$ cat src/rtl/dmi_initiator.sv
// DMI transport initiator: turns DMI UpdateDR/CaptureDR strobes into one outstanding request and keeps sticky dmistat.
// Request issues the cycle after update; define DMI_INITIATOR_TIMEOUT_EN to abandon responses after TIMEOUT_CYCLES.
module dmi_initiator #(
  parameter int ADDR_W = 7,
  parameter int TIMEOUT_CYCLES = 1024
) (
  input  logic              clock,
  input  logic              reset,
  input  logic              upd_valid,
  input  logic [1:0]        upd_op,
  input  logic [ADDR_W-1:0] upd_addr,
  input  logic [31:0]       upd_data,
  input  logic              cap_valid,
  output logic [ADDR_W-1:0] cap_addr,
  output logic [31:0]       cap_data,
  output logic [1:0]        cap_op,
  input  logic              dmireset,
  input  logic              dmihardreset,
  output logic              req_valid,
  input  logic              req_ready,
  output logic [ADDR_W-1:0] req_addr,
  output logic [31:0]       req_data,
  output logic [1:0]        req_op,
  input  logic              resp_valid,
  output logic              resp_ready,
  input  logic [31:0]       resp_data,
  input  logic [1:0]        resp_resp,
  output logic              busy,
  output logic [1:0]        sticky
);

  typedef enum logic [1:0] {IDLE, REQ, RESP} state_t;

  state_t     state, stateNext;
  logic [1:0] stickyNext;
  logic       accept, reqFire, respFire, busySet, failSet, timeout;

  assign req_valid  = (state == REQ);
  assign resp_ready = (state != REQ);
  assign busy       = (state != IDLE);

`ifdef DMI_INITIATOR_TIMEOUT_EN
  localparam int CNT_W = $clog2(TIMEOUT_CYCLES) + 1;
  logic [CNT_W-1:0] toCnt;

  // Held at zero outside RESP so each RESP visit starts counting from 0.
  always_ff @(posedge clock or posedge reset) begin
    if (reset)
      toCnt <= '0;
    else if (dmihardreset || state != RESP)
      toCnt <= '0;
    else
      toCnt <= toCnt + 1'b1;
  end

  assign timeout = (state == RESP) && !resp_valid && (toCnt == CNT_W'(TIMEOUT_CYCLES - 1));
`else
  logic unusedTimeoutCfg;
  assign unusedTimeoutCfg = (TIMEOUT_CYCLES > 0);
  assign timeout = 1'b0;
`endif

  always_ff @(posedge clock or posedge reset) begin
    if (reset) begin
      state  <= IDLE;
      sticky <= 2'd0;
    end else begin
      state  <= stateNext;
      sticky <= stickyNext;
    end
  end

  always_comb begin
    stateNext  = state;
    stickyNext = sticky;
    reqFire    = req_valid && req_ready;
    respFire   = (state == RESP) && resp_valid;
    accept     = upd_valid && (state == IDLE) && (sticky == 2'd0) &&
                 (upd_op == 2'd1 || upd_op == 2'd2) && !dmihardreset;
    busySet    = (upd_valid || cap_valid) && (state != IDLE);
    failSet    = (respFire && resp_resp != 2'd0) || timeout;

    // Only the first error since the last clear is recorded.
    if (sticky == 2'd0) begin
      if (busySet)
        stickyNext = 2'd3;
      else if (failSet)
        stickyNext = 2'd2;
    end
    if (dmihardreset || dmireset)
      stickyNext = 2'd0;

    case (state)
      IDLE:    if (accept) stateNext = REQ;
      REQ:     if (reqFire) stateNext = RESP;
      RESP:    if (respFire || timeout) stateNext = IDLE;
      default: stateNext = IDLE;
    endcase
    if (dmihardreset)
      stateNext = IDLE;
  end

  always_ff @(posedge clock or posedge reset) begin
    if (reset) begin
      req_addr <= '0;
      req_data <= '0;
      req_op   <= 2'd0;
      cap_addr <= '0;
      cap_data <= '0;
      cap_op   <= 2'd0;
    end else begin
      if (accept) begin
        req_addr <= upd_addr;
        req_data <= upd_data;
        req_op   <= upd_op;
        cap_addr <= upd_addr;
      end
      // An aborted transaction must not leak its response into capture data.
      if (respFire && !dmihardreset)
        cap_data <= resp_data;
      if (cap_valid) begin
        if (sticky != 2'd0)
          cap_op <= sticky;
        else if (state != IDLE)
          cap_op <= 2'd3;
        else
          cap_op <= 2'd0;
      end
    end
  end

endmodule

$ cat config.mk
export PLATFORM = sky130hd
export DESIGN_NAME = dmi_initiator
export DESIGN_NICKNAME = d
export VERILOG_FILES = /design/src/rtl/dmi_initiator.sv
export SDC_FILE = /design/constraint.sdc
export NUM_CORES = 1
export LEC_CHECK = 0
export CAP_MARGIN = 40
export CORE_MARGIN = 2
export CORE_UTILIZATION = 60
export CTS_CLUSTER_DIAMETER = 30
export DETAILED_ROUTE_END_ITERATION = 10
export DONT_BUFFER_PORTS = 1
export HOLD_SLACK_MARGIN = 0.12
export PLACE_DENSITY = 0.75
export SKIP_CTS_REPAIR_TIMING = 1
export SYNTH_ARGS = -nofsm -noshare
export SYNTH_HDL_FRONTEND = slang
export SYNTH_SLANG_ARGS = --single-unit
$ cat constraint.sdc
create_clock -name clock -period 3.2 [get_ports clock]
set_input_delay 0.96 -clock clock [delete_from_list [all_inputs] [get_ports clock]]
set_output_delay 0.96 -clock clock [all_outputs]
set_load 0.01 [all_outputs]
==> results.py, run 1 <==
metrics = {
    "sta": {
        "layout_min_cycle_time_ps": 2330,
        "fin_ws_ps": 871,
        "tightestPinTransition_ps": 695,
        "max_freq_mhz": 429,
        "setup_viol": 0,
        "relSlewSlack_pct": 53.7,
        "rsz0062_at_grt": "false",
        "finalSetupTns_ps": 0,
        "finalClockSkew_ps": 7.25,
        "whs_ps": 552,
        "period_share_pct": 72.8,
        "final_hold_viol_count": 0,
        "slew_viol_final": 0,
    },
    "global_route": {
        "grt_antenna_before_repair": 0,
        "grt_use_total_pct": 20.2,
        "grt_pass1_wl_um": 9150,
        "grt_pass1_vias": 1765,
        "grt_max_degree": 45,
        "grt_overflow": 0,
    },
    "detailed_routing": {
        "drcViolationCount": 0,
        "drt.antenna.violating_nets": 0,
        "wl_um": 6070,
        "vias_per_cell": 5.95,
        "routedWlPerCell_um": 22.0,
        "drtIter0Drc": 58,
        "vias": 1643,
        "first_pass_iters": 4,
    },
    "setup_path": {
        "cp_max_fo": 8,
        "crit_path_start_kind": "flop",
        "crit_chain": "nor2b_1, inv_1",
        "worstPathArrival_ps": 1370,
        "critPathRequiredTime_ps": 2240,
        "critPathSlowestCell": "dfrtp_1",
        "crit_type": "flop to output pin",
        "cpPeakStageDelay_ps": 470,
        "cp-end-kind": "output pin",
    },
    "yosys": {
        "yosys-top-cells-count": "dfrtp_1 (79), mux2_4 (39), mux2_2 (29), buf_6 (8), buf_4 (7)",
        "ys_ff_latch": 79,
        "synth_ff_type": "dfrtp_1",
        "synth.top_cell.area_share_pct": 59.7,
        "synthCells": 202,
        "yosysWarnings": 0,
        "yosysUniqueCellTypes": 29,
        "netlist_area_mm2": 0.00331,
        "synth_area_leaders": "dfrtp_1 (60%), mux2_4 (18%), mux2_2 (9.9%)",
        "yosysMostFrequentCell": "dfrtp_1",
        "seq_area_frac_synth_pct": 59.7,
        "async_flop_share_pct": 100,
        "yosysTopAreaCell": "dfrtp_1",
        "synthesis.nets": 285,
        "synth_edf_count": 0,
        "syn_area_per_cell_um2": 16.4,
    },
    "clock_network": {
        "cts_buffers": 9,
        "cts.path.max_buffers": 2,
        "clk_latency_ps": 320,
        "cts_root_buf": "clkbuf_8",
        "clock_sinks": 79,
        "cts_tree": "built",
        "clk_pin_slew_ps": 70,
        "h-tree-depth": 3,
    },
    "power_and_ir_drop": {
        "power.leakage_nw": 1.71,
        "total_power_mw": 2.65,
        "p_per_area_mw_per_mm2": 769,
        "ir_drop_mv": 0.366,
    },
    "layout": {
        "num-nets-final": 284,
        "fin_util_pct": 63.7,
        "syn2layout_area_growth_pct": 4.08,
        "antenna_cells": 0,
        "drive_gt1_share_pct": 43.1,
    },
    "floorplan": {
        "start_util_pct": 61.2,
        "core_area_mm2": 0.00541,
        "die_w_um": 78.3,
        "dieArea_mm2": 0.00613,
        "num_rows": 27,
        "io_pins": 170,
        "die_y_um": 78.3,
    },
    "placed_design": {
        "portBuffers": 0,
        "preCtsSetupSlack_ps": 914,
        "place.gp.congestion": 0.773,
        "dpl.hpwl_um": 4530,
    },
    "run": {
        "maxCapViolations": 0,
    },
    "run_status": {
        "status": "complete, no violations",
    },
    "hold_path": {
        "hp-class": "input port to asynchronous set/reset pin",
    },
}
report_power, final:
part           total [mW]  switching, mW  internal, mW
clock               0.623          0.307         0.315
sequential           1.61          0.352          1.26
combinational       0.414          0.119         0.295
total                2.65          0.778          1.87
cell usage in the layout (no fill, tap or decap), drive strengths merged:
cell | netlist | final
o41ai | 1 | 1
o21ai | 2 | 2
mux2 | 71 | 71
and3 | 1 | 1
a21oi | 6 | 6
or4b | 1 | 1
xor2 | 1 | 1
o211ai | 1 | 1
a31oi | 2 | 2
nor2 | 5 | 5
or2 | 1 | 1
nand3 | 1 | 1
nor3 | 1 | 1
o22ai | 1 | 1
nor2b | 1 | 1
and2 | 1 | 1
dfrtp | 79 | 79
nor3b | 1 | 1
a22o | 1 | 1
nor4b | 1 | 1
buf | 15 | 3
o31ai | 1 | 1
nor4 | 1 | 1
clkinv | 0 | 2
inv | 5 | 4
clkbuf | 0 | 13
o22a | 1 | 1
critical path: cells and delay by family (launching register included):
family,cells,cell delay [ps]
flops,1,470
simple gates,1,400
buf+inv,1,170
state kept, by name, summed over array words and instances (netlist names):
signal    count
req_data     32
cap_op        2
cap_data     32
req_op        2
state         2
sticky        2
req_addr      7
kinds of logic after synthesis:
family,after synthesis,synth area share [%]
DFF,79,59.7
buffers and inverters,20,4.88
xor gates and xnor gates,1,0.265
and+or+nand+nor,15,3.52
muxes,71,28.6
AOI/OAI and AO/OA,16,3.02
through the flow:
step	instance area [µm²]	instances
after floorplan	3310	202
after global placement	3280	262
after detailed placement	3280	262
after CTS	3440	276
after global routing	3440	276
final	3440	276
cell type report:
cell class                 count  area, µm²
fill                         389       1960
clock buffer                  13        159
sequential                    79       1980
clock inverter                 1       5.00
timing repair buffer           3       22.5
tap                           72       90.1
multi-input combinational    103       1170
inverter                       5       20.0
final timing paths:
path,end,startpoint,slack (ps),cells past startpoint
setup / recovery,resp_ready,state[0],870,2
hold / removal,cap_data[17],reset,550,1
setup reg to reg,req_data[11],sticky[0],1290,4
hold reg to reg,cap_data[23],cap_data[23],560,1
max in group asynchronous,req_data[22],reset,1700,2
min in group clock,cap_data[23],cap_data[23],560,1
routing by layer:
metal	track usage [%]	wire [µm]
met2	31.6	3050
met5	0	0
met4	8.77	156
met3	10.1	584
met1	23.6	2280
Note: power is estimated with default switching activity, not from simulation.
==> run 2: changes to the inputs <==
--- a/config.mk
+++ b/config.mk
@@ -7,12 +7,12 @@
 export LEC_CHECK = 0
 export CAP_MARGIN = 40
 export CORE_MARGIN = 2
-export CORE_UTILIZATION = 60
+export CORE_UTILIZATION = 56
 export CTS_CLUSTER_DIAMETER = 30
 export DETAILED_ROUTE_END_ITERATION = 10
 export DONT_BUFFER_PORTS = 1
 export HOLD_SLACK_MARGIN = 0.12
-export PLACE_DENSITY = 0.75
+export PLACE_DENSITY = 0.73
 export SKIP_CTS_REPAIR_TIMING = 1
 export SYNTH_ARGS = -nofsm -noshare
 export SYNTH_HDL_FRONTEND = slang
==> constraint.sdc (replaced) <==
create_clock -name clock -period 2 [get_ports clock]
set_input_delay 0.6 -clock clock [delete_from_list [all_inputs] [get_ports clock]]
set_output_delay 0.6 -clock clock [all_outputs]
set_load 0.01 [all_outputs]
==> run 2 against run 1 <==
  * Sequential share of layout area decreased by 1.6 points
  * Non-clock buffer count grew 2
  * Clock power up 100%
  * First-iteration DRC count fell by 26%
  * Critical endpoint unchanged
  * Sequential power up 61%
  * Largest power group unchanged
  * Cell area grew 2.9%
==> results.py, run 2 (same netlist as run 1, synthesis figures left out) <==
metrics = {
    "detailed_routing": {
        "wl_um": 6220,
        "drt.antenna.violating_nets": 0,
        "vias": 1637,
        "vias_per_cell": 5.87,
        "drcViolationCount": 0,
        "first_pass_iters": 4,
        "routedWlPerCell_um": 22.3,
        "drtIter0Drc": 43,
    },
    "placed_design": {
        "placed_area_mm2": 0.00332,
        "place.gp.congestion": 0.746,
        "preCtsSetupSlack_ps": 203,
        "portBuffers": 0,
        "dp.cells": 264,
        "dpl.hpwl_um": 4710,
    },
    "power_and_ir_drop": {
        "p_per_area_mw_per_mm2": 1280,
        "power.leakage_nw": 1.74,
        "ir_drop_mv": 0.591,
    },
    "run_status": {
        "status": "complete, no violations",
    },
    "sta": {
        "layout_min_cycle_time_ps": 1830,
        "tightestPinTransition_ps": 462,
        "max_freq_mhz": 547,
        "setup_viol": 0,
        "slew_viol_final": 0,
        "fin_ws_ps": 172,
        "finalClockSkew_ps": 11.3,
        "final_hold_viol_count": 0,
        "period_share_pct": 91.4,
        "finalSetupTns_ps": 0,
        "relSlewSlack_pct": 69.2,
        "rsz0062_at_grt": "false",
    },
    "global_route": {
        "grt_use_total_pct": 19.5,
        "grt_max_degree": 80,
        "grt_overflow": 0,
        "grt_pass1_vias": 1804,
        "grt_pass1_wl_um": 9310,
        "grt_antenna_before_repair": 0,
    },
    "floorplan": {
        "die_w_um": 80.9,
        "num_rows": 27,
        "io_pins": 170,
        "die_y_um": 80.9,
        "start_util_pct": 59.0,
        "dieArea_mm2": 0.00654,
        "core_area_mm2": 0.00561,
    },
    "setup_path": {
        "worstPathArrival_ps": 1230,
        "crit_type": "flop to output pin",
        "rrSetupSlack_ps": 210,
        "r2r_end": "req_data[9]",
        "ff2ff_path_depth": 4,
        "crit_family": "flip-flops",
        "cp-end-kind": "output pin",
        "critPathRequiredTime_ps": 1400,
        "r2r_start": "sticky[0]",
        "cp_max_fo": 8,
        "crit_path_start_kind": "flop",
        "crit_buf_inv": 1,
        "crit_chain": "nor2b_2, inv_1",
        "cpPeakStageDelay_ps": 470,
        "critPathSlowestCell": "dfrtp_1",
    },
    "layout": {
        "top_regs": "cap_data (32), req_data (32), req_addr (7)",
        "fin_cells": 279,
        "antenna_cells": 0,
        "fin_util_pct": 63.2,
        "drive_gt1_share_pct": 45.4,
        "post-route-cell-area_mm2": 0.00354,
        "final_common_cell": "dfrtp_1",
        "syn2layout_area_growth_pct": 7.11,
        "num-nets-final": 286,
        "final_cell_mix": "dfrtp_1 (79), mux2_4 (39), mux2_2 (29), clkbuf_8 (10), a21oi_1 (6)",
    },
    "clock_network": {
        "clk_pin_slew_ps": 80,
        "cts_root_buf": "clkbuf_8",
        "cts_tree": "built",
        "clk_latency_ps": 330,
        "cts_buffers": 9,
        "cts.path.max_buffers": 2,
        "clock_sinks": 79,
        "h-tree-depth": 3,
    },
    "hold_path": {
        "hp-class": "input port to asynchronous set/reset pin",
    },
    "run": {
        "maxCapViolations": 0,
    },
}
-- run 2: cell types whose count changed in the layout (fill, tap and decap cells not counted) --
cell        previous run  this run
clkinv_2               2         1
inv_6                  0         1
clkbuf_1               2         0
nor2b_2                0         1
nor2b_1                1         0
bufinv_16              0         2
clkinvlp_4             0         2
buf_12                 0         2
clkbuf_8              11        10
-- run 2: layout make-up --
class,instances,area (µm²)
timing repair buffer,5,62.6
sequential,79,1980
multi-input combinational,103,1170
inverter,5,22.5
tap,72,90.1
clock buffer,10,138
clock inverter,5,81.3
fill,419,2060
-- run 2: power breakdown --
group	total [mW]	internal (mW)	switching, mW
Combinational	0.678	0.479	0.199
Sequential	2.59	2.01	0.572
Clock	1.27	0.732	0.536
-- run 2: how the worst max path moves through the flow --
stage	slack (ps)	end	depth (start not counted)	from
finish	170	resp_ready	2	state[0]
global route	90	resp_ready	2	state[0]
CTS	30	resp_ready	2	state[0]
detailed placement	200	req_addr[0]	4	sticky[0]
global placement	270	req_data[28]	4	upd_valid
floorplan	360	cap_data[0]	5	dmihardreset
-- run 2: stage by stage --
stage | total power [mW] | hold slack (ps)
finish | 4.53 | 234
global route | 4.76 | 265
CTS | 4.59 | 249
detailed placement | 3.32 | 559
global placement | 3.24 | 543
floorplan | 3.16 | 529
-- run 2: routing by layer --
metal  global-route usage, %  wire length (µm)  vias to the layer above
met1                    22.7              2260                      809
met3                    6.11               552                       14
met5                       0                 0                        -
met2                    32.5              3270                      102
li1                        -                 -                      712
met4                    9.83               134                        0
